===== src/rtl/uart_tx.sv =====
// UART transmitter: 8N1 framing with a small transmit FIFO and a sticky overflow flag.
// Bit timing comes from CLK_FREQ / BOUD_RATE whole clocks per bit.
module uart_tx #(
  parameter int CLK_FREQ   = 27_000_000,
  parameter int BOUD_RATE  = 115200,
  parameter int FIFO_DEPTH = 4
) (
  input  logic       clk,
  input  logic       rst,
  output logic       tx_pin,
  input  logic [7:0] wr_data,
  input  logic       wr_en,
  output logic       full,
  output logic       busy,
  output logic       overflow,
  input  logic       clear_overflow
);

  localparam int CYCLE = CLK_FREQ / BOUD_RATE;
  localparam int CW    = (CYCLE > 1) ? $clog2(CYCLE) : 1;
  localparam int AW    = (FIFO_DEPTH > 1) ? $clog2(FIFO_DEPTH) : 1;
  localparam logic [CW-1:0] CYC_LAST = CW'(CYCLE - 1);
  localparam logic [AW:0]   DEPTH    = (AW + 1)'(FIFO_DEPTH);

  typedef enum logic [1:0] {IDLE, START, DATA, STOP} state_e;

  state_e          state_q, state_d;
  logic [CW-1:0]   cnt_q, cnt_d;
  logic [2:0]      bit_q, bit_d;
  logic [7:0]      shift_q, shift_d;
  logic            tx_q, tx_d;
  logic [7:0]      mem_q [FIFO_DEPTH];
  logic [AW-1:0]   wr_ptr_q, rd_ptr_q;
  logic [AW:0]     count_q;
  logic            ovf_q;
  logic            push, pop, bit_end, fifo_nonempty;

  assign full          = (count_q == DEPTH);
  assign fifo_nonempty = (count_q != '0);
  assign busy          = (state_q != IDLE) || fifo_nonempty;
  assign push          = wr_en && !full;
  assign bit_end       = (cnt_q == CYC_LAST);
  assign tx_pin        = tx_q;
  assign overflow      = ovf_q;

  // Storage array carries no reset; only the pointers and count define its contents.
  always_ff @(posedge clk) begin
    if (!rst && push) mem_q[wr_ptr_q] <= wr_data;
  end

  always_ff @(posedge clk) begin
    if (rst) begin
      wr_ptr_q <= '0;
      rd_ptr_q <= '0;
      count_q  <= '0;
      ovf_q    <= 1'b0;
    end else begin
      if (push) wr_ptr_q <= wr_ptr_q + AW'(1);
      if (pop)  rd_ptr_q <= rd_ptr_q + AW'(1);
      case ({push, pop})
        2'b10:   count_q <= count_q + (AW + 1)'(1);
        2'b01:   count_q <= count_q - (AW + 1)'(1);
        default: count_q <= count_q;
      endcase
      // A dropped write outranks a same-cycle clear.
      if (wr_en && full)       ovf_q <= 1'b1;
      else if (clear_overflow) ovf_q <= 1'b0;
    end
  end

  always_ff @(posedge clk) begin
    if (rst) begin
      state_q <= IDLE;
      cnt_q   <= '0;
      bit_q   <= '0;
      shift_q <= '0;
      tx_q    <= 1'b1;
    end else begin
      state_q <= state_d;
      cnt_q   <= cnt_d;
      bit_q   <= bit_d;
      shift_q <= shift_d;
      tx_q    <= tx_d;
    end
  end

  always_comb begin
    state_d = state_q;
    cnt_d   = cnt_q;
    bit_d   = bit_q;
    shift_d = shift_q;
    tx_d    = tx_q;
    pop     = 1'b0;
    case (state_q)
      IDLE: begin
        cnt_d = '0;
        tx_d  = 1'b1;
        if (fifo_nonempty) begin
          pop     = 1'b1;
          shift_d = mem_q[rd_ptr_q];
          tx_d    = 1'b0;
          state_d = START;
        end
      end
      START: begin
        if (bit_end) begin
          cnt_d   = '0;
          bit_d   = '0;
          tx_d    = shift_q[0];
          state_d = DATA;
        end else begin
          cnt_d = cnt_q + CW'(1);
        end
      end
      DATA: begin
        if (bit_end) begin
          cnt_d = '0;
          if (bit_q == 3'd7) begin
            tx_d    = 1'b1;
            state_d = STOP;
          end else begin
            bit_d = bit_q + 3'd1;
            tx_d  = shift_q[bit_d];
          end
        end else begin
          cnt_d = cnt_q + CW'(1);
        end
      end
      STOP: begin
        if (bit_end) begin
          cnt_d = '0;
          // Chain straight into the next start bit when more data is waiting.
          if (fifo_nonempty) begin
            pop     = 1'b1;
            shift_d = mem_q[rd_ptr_q];
            tx_d    = 1'b0;
            state_d = START;
          end else begin
            tx_d    = 1'b1;
            state_d = IDLE;
          end
        end else begin
          cnt_d = cnt_q + CW'(1);
        end
      end
      default: state_d = IDLE;
    endcase
  end

endmodule


===== config.mk =====
export PLATFORM = sky130hd
export DESIGN_NAME = uart_tx
export DESIGN_NICKNAME = d
export VERILOG_FILES = /design/src/rtl/uart_tx.sv
export SDC_FILE = /design/constraint.sdc
export NUM_CORES = 1
export LEC_CHECK = 0
export CORE_MARGIN = 5
export CORE_UTILIZATION = 35
export DETAILED_ROUTE_END_ITERATION = 8
export DONT_BUFFER_PORTS = 1
export PLACE_DENSITY = 0.57
export SLEW_MARGIN = 20
export SYNTH_ARGS = -nofsm -noshare
export SYNTH_HDL_FRONTEND = slang
export SYNTH_SLANG_ARGS = --single-unit

===== constraint.sdc =====
create_clock -name clk -period 2.96 [get_ports clk]
set_input_delay 0.444 -clock clk [delete_from_list [all_inputs] [get_ports clk]]
set_output_delay 0.444 -clock clk [all_outputs]
set_load 0.01 [all_outputs]

==> summary.txt, run 1 <==
Route
  • Router iterations before antenna repair: 4
  • DRC viols: 0
  • Wire per inst: 14.3 um
  • Final WL: just under 5000 um
  • Vias: 1,690
  • DRT iter0 DRCs: 67
  • Vias per inst: 4.90
  • Routed Antenna Nets: 0

Logic synthesis
  • Flops & latches, synth: 64
  • Syn Nets: 258
  • Post-synth EDFFs: 32
  • Synthesized cell area: around 0.0029 sq mm
  • Synth warn: 0
  • Top_reg_cell synth: edfxtp_1
  • Distinct cells, synth: 43
  • Syn avg cell area: 12.4 sq um
  • Sequential area share after synthesis: 55.7%
  • Post-synth ARST share: 0%
  • Cells after Synth: around 230

Floorplan
  • Die X: 101 um
  • FP Rows: 33
  • Die Y: a little over 100 um
  • Core area: 0.00809 sq mm
  • IO Count: 16
  • Initial Util: 35.5%
  • Die area: 0.0101 sq mm

Layout
  • Non-Filler Instances: 345
  • Share of layout cells above drive strength 1: 12.1%
  • Design Area, Final: 0.00315 sq mm
  • Filler cell count: approximately 810
  • Most frequent cells in the layout: 32 x dfxtp_1, 32 x edfxtp_1, 16 x nor2_1, 16 x a21oi_1, 14 x ha_1
  • Register area: 0.00160 sq mm
  • Footprint of the multi-input gates: about 0.0012 sq mm
  • Area Growth Syn to Fin: 9.71%
  • Nets: 262
  • ANT cells: 0

Clocking
  • TritonCTS Buffers: 9
  • Cts hold-fix bufs: 0
  • Longest Clk Path Bufs: 2
  • Clock latency on the worst-skew pair: 0.33 ns
  • Reg clk slew, reported paths: 0.07 ns
  • Clk sinks: 64
  • Post_cts resized: 0
  • # Post-CTS Setup Buffers: 0
  • CTS tree: yes
  • CTS H-Tree Depth: 3
  • Clock root buffer: clkbuf_8

Timing
  • Period utilization: 85.7%
  • Tmin final: 2.54 ns
  • Max_slew headroom: 59.0%
  • Final Hold Vio Count: 0
  • Setup-failing EPs final: 0
  • RSZ-0062 raised after global routing: false
  • Fmax: just under 400 MHz
  • Setup tns final: 0 ns
  • Worst-margin pin slew: 0.611 ns
  • Post-Route Skew: 0.00902 ns
  • Final slew viol count: 0

Critical path
  • Crit end category: flop
  • CP Max Fanout: 5
  • Critical path arrival: between 2 and 3 ns
  • Crit start category: flop
  • Setup Crit Path Kind: reg -> reg
  • Worst path required time: 3.22 ns

Place
  • Placed Area: 0.00297 sq mm
  • Port bufs: 0
  • Gpl congestion: roughly 0.77
  • Dpl cells: 329
  • Final HPWL DP: 3450 um

Job
  • Max Cap Viol: 0

Global route
  • Largest net degree at the start of global routing: 26
  • First-pass GRT wire length: slightly above 8000 um
  • Total grt overflow: 0
  • Initial antenna violation count: 0
  • Met3 GRT Util: 4.57%
  • Global routing usage on met2: 17.1%
  • Number of global-route vias before repair: 1,702
  • Total global-route track usage: 10.7%
  • Gr busiest metal: met2
  • Met1 GRT Util: 12.7%

Power
  • Total Power: around 2.5 mW
  • Pwr Density: 789 mW/mm^2
  • Worst IR Drop VDD: 0.000333 V
  • LEAKAGE: 1.05 nW

Hold path
  • Worst min-delay path class: in -> reg

Outcome
  • Outcome: finished, final reports clean
==> area by class of cell <==
| type | instances | area share [%] |
|---|---|---|
| flip-flops and latches | 64 | 50.8 |
| multi-input cells | 148 | 37.9 |
| clock buffers | 11 | 4.17 |
| well taps | 105 | 4.17 |
| clock inverters | 5 | 1.51 |
| inverters | 12 | 1.43 |
==> where the power goes <==
part / leakage [nW] / switching [mW] / total [mW] / internal (mW)
clock network: 0.0922 / 0.316 / 0.697 / 0.381
logic: 0.405 / 0.344 / 0.618 / 0.274
registers: 0.551 / 0.107 / 1.17 / 1.07
total: 1.05 / 0.767 / 2.49 / 1.72
==> critical path: stages (launching register included) <==
cell     delay (ns)
dfxtp_1        0.40
ha_1           0.26
and4b_2        0.32
a21oi_4        0.08
nor3_4         0.18
ha_1           0.22
inv_1          0.06
fa_1           0.37
xor2_1         0.15
or3_1          0.30
a21oi_1        0.13
==> Yosys cell counts (all sizes together) (4+ instances only) <==
library cell  instances  share of area, %
mux4                  8               6.3
or3                   4              0.87
dfxtp                32                22
nand3                13               2.3
xor2                  4               1.2
and2                  4              0.87
ha                   14               6.1
buf                   6              0.96
mux2i                 6               2.1
edfxtp               32                33
nor3                  4               1.5
a21oi                17               3.4
nand2b                6               1.3
nor2                 16               2.1
nand2                 9               1.2
o21ai                12               2.1
inv                  12               1.6
==> kinds of logic after synthesis <==
| logic type | after synthesis | share of synthesized area (%) |
|---|---|---|
| AND/OR/NAND/NOR | 70 | 14.2 |
| flip-flops | 64 | 55.7 |
| AO/OA/AOI/OAI | 39 | 8.97 |
| buffers and inverters | 19 | 2.66 |
| multiplexers | 17 | 9.53 |
| adder cells (fa/ha/maj) | 15 | 6.79 |
| XOR/XNOR | 7 | 2.13 |
==> through the flow <==
stage               util (%)  worst slack (ns)  hold slack, ns
floorplan                  -             0.611           0.445
global placement        36.8             0.490           0.454
detailed placement      36.8             0.431           0.461
CTS                     39.0             0.415           0.160
global route            39.0             0.255           0.149
finish                  39.0             0.425           0.177
==> metal layers <==
metal  wire (um)  part of all wire (%)  vias to the layer above
met5           0                     0                        -
met4          76                   1.5                        0
met3         221                   4.5                        7
met2        2280                    46                       19
met1        2370                    48                      807
li1            -                     -                      857
==> state kept, by name, summed over array words and instances (netlist names), named ones only <==
| register | flops |
|---|---|
| mem_q | 32 |
| overflow | 1 |
| tx_pin | 1 |
| bit_q | 3 |
| wr_ptr_q | 2 |
| rd_ptr_q | 2 |
| cnt_q | 8 |
| count_q | 3 |
| state_q | 2 |
| shift_q | 8 |
==> worst paths after layout <==
| kind | startpoint | to | slack, ns | cells past startpoint |
|---|---|---|---|---|
| worst max-delay path | state_q[1] | count_q[2] | 0.42 | 10 |
| worst min-delay path | rst | count_q[1] | 0.18 | 1 |
| worst max register to register | state_q[1] | count_q[2] | 0.42 | 10 |
| worst min register to register | bit_q[1] | bit_q[1] | 0.47 | 2 |
No activity file was read; power rests on OpenSTA's default activity.
==> inputs of run 2 (changes only) <==
CORE_UTILIZATION = 28   (was 35)
PLACE_DENSITY = 0.49   (was 0.57)
==> summary.txt, run 2 (same netlist as run 1, synthesis figures left out) <==
Route
  • DRC viols: 0 (unchanged)
  • Vias: 1,740 (+3.0%)
  • Routed Antenna Nets: 0 (unchanged)
  • Final WL: 5140 um (+3.9%)
  • Router iterations before antenna repair: 4 (unchanged)
  • DRT iter0 DRCs: 85 (+27%)
  • Wire per inst: 13.7 um (-4.6%)
  • Vias per inst: 4.63 (-5.5%)

Clocking
  • Post_cts resized: 0 (unchanged)
  • TritonCTS Buffers: 9 (unchanged)
  • Cts hold-fix bufs: 0 (unchanged)
  • Clock latency on the worst-skew pair: 0.33 ns (about the same)
  • # Post-CTS Setup Buffers: 0 (unchanged)
  • Longest Clk Path Bufs: 2 (unchanged)
  • Reg clk slew, reported paths: 0.07 ns (about the same)
  • CTS H-Tree Depth: 3 (unchanged)
  • Clock root buffer: clkbuf_8
  • CTS tree: yes
  • Clk sinks: 64 (unchanged)

Floorplan
  • Die X: 111 um (+11%)
  • Die Y: 111 um (+11%)
  • Initial Util: 28.2% (-7.3 points)
  • IO Count: 16 (unchanged)
  • Die area: 0.0124 sq mm (+22%)
  • Core area: 0.0102 sq mm (+26%)
  • FP Rows: 37 (+12%)

Place
  • Port bufs: 0 (unchanged)
  • Pre-CTS WS: 0.424 ns (-0.00730 ns)
  • Gpl congestion: 0.724 (-6.0%)
  • Final HPWL DP: 3540 um (+2.6%)

Critical path
  • Critical path arrival: 2.82 ns (+0.02 ns)
  • R2R Setup Slk: 0.41 ns (-0.02 ns)
  • Crit end category: flop
  • Worst path required time: 3.23 ns (about the same)
  • CP Max Fanout: 5 (unchanged)
  • CP Launch Point: state_q[1]
  • Reg2Reg Launch Point: state_q[1]
  • Crit start category: flop
  • Setup Crit Path Kind: reg -> reg

Timing
  • Setup tns final: 0 ns (unchanged)
  • Tmin final: 2.55 ns (+0.0161 ns)
  • Final Hold Vio Count: 0 (unchanged)
  • Post-Route Skew: 0.00580 ns (-0.00322 ns)
  • Hold slack: 0.174 ns (-0.00303 ns)
  • RSZ-0062 raised after global routing: false
  • Period utilization: 86.2% (+0.54 points)
  • Setup-failing EPs final: 0 (unchanged)
  • Final slew viol count: 0 (unchanged)
  • Max_slew headroom: 60.9% (+2.0 points)
  • Final setup margin: 0.408 ns (-0.0161 ns)
  • Worst-margin pin slew: 0.585 ns (-0.0262 ns)
  • Fmax: 392 MHz (-0.63%)

Layout
  • ANT cells: 0 (unchanged)
  • Most frequent cells in the layout: 32 x dfxtp_1, 32 x edfxtp_1, 16 x nor2_1, 16 x a21oi_1, 14 x ha_1
  • Max reg flops: 32 (unchanged)
  • Top flop regs: mem_q (32), cnt_q (8), shift_q (8)
  • Most flops, register: mem_q
  • Final Util: 32.0% (-7.0 points)
  • Nets: 262 (unchanged)
  • Area Growth Syn to Fin: 13.3%
  • Share of layout cells above drive strength 1: 13.3% (+1.2 points)

Power
  • LEAKAGE: 1.07 nW (+2.4%)
  • Total Power: 2.70 mW (+8.5%)
  • Worst IR Drop VDD: 0.000334 V (+0.32%)
  • Pwr Density: 829 mW/mm^2 (+5.1%)

Global route
  • Total grt overflow: 0 (unchanged)
  • First-pass GRT wire length: 8540 um (+4.5%)
  • Initial antenna violation count: 0 (unchanged)
  • Number of global-route vias before repair: 1,690 (-0.71%)
  • Total global-route track usage: 8.64% (-2.1 points)
  • Largest net degree at the start of global routing: 26 (unchanged)

Hold path
  • Hold Startpoint: rst
  • Worst min-delay path class: in -> reg

Outcome
  • Outcome: finished, final reports clean

Job
  • Max Cap Viol: 0 (unchanged)
[run 2: layout make-up]
cell class	instances	area [sq um]
flip-flops and latches	64	1600
clock inverters	7	119
fillers	1056	6930
clock buffers	9	124
inverters	12	45.0
multi-input cells	148	1200
well taps	136	170
[run 2: routing by layer]
| layer | wire length, um | GRT usage [%] | vias to the layer above |
|---|---|---|---|
| li1 | - | - | 862 |
| met1 | 2410 | 10.8 | 845 |
| met2 | 2440 | 13.6 | 25 |
| met3 | 227 | 3.60 | 8 |
| met4 | 71 | 2.68 | 0 |
| met5 | 0 | 0 | - |
[run 2: worst paths after layout]
kind,end,cells after the start
max reg2reg,count_q[2],10
max,count_q[2],10
min,count_q[0],1
min reg2reg,shift_q[4],2
[run 2: metrics by stage]
step	cell area [sq um]	cells
finish	3260	376
global route	3260	376
CTS	3260	376
detailed placement	3010	360
global placement	3010	360
floorplan	2870	231
[run 2: critical path, stage by stage, from the launching register on]
cell and delay (ns):
dfxtp_1 0.40, ha_1 0.27, and4b_2 0.32, a21oi_4 0.08, nor3_4 0.17, ha_1 0.21
inv_1 0.06, fa_1 0.37, xor2_1 0.15, or3_1 0.30, a21oi_1 0.14
[run 2: report_power, final]
part / internal [mW] / total (mW) / switching [mW]
registers: 1.07 / 1.17 / 0.107
logic: 0.273 / 0.624 / 0.351
clock network: 0.561 / 0.902 / 0.341
total: 1.90 / 2.70 / 0.799
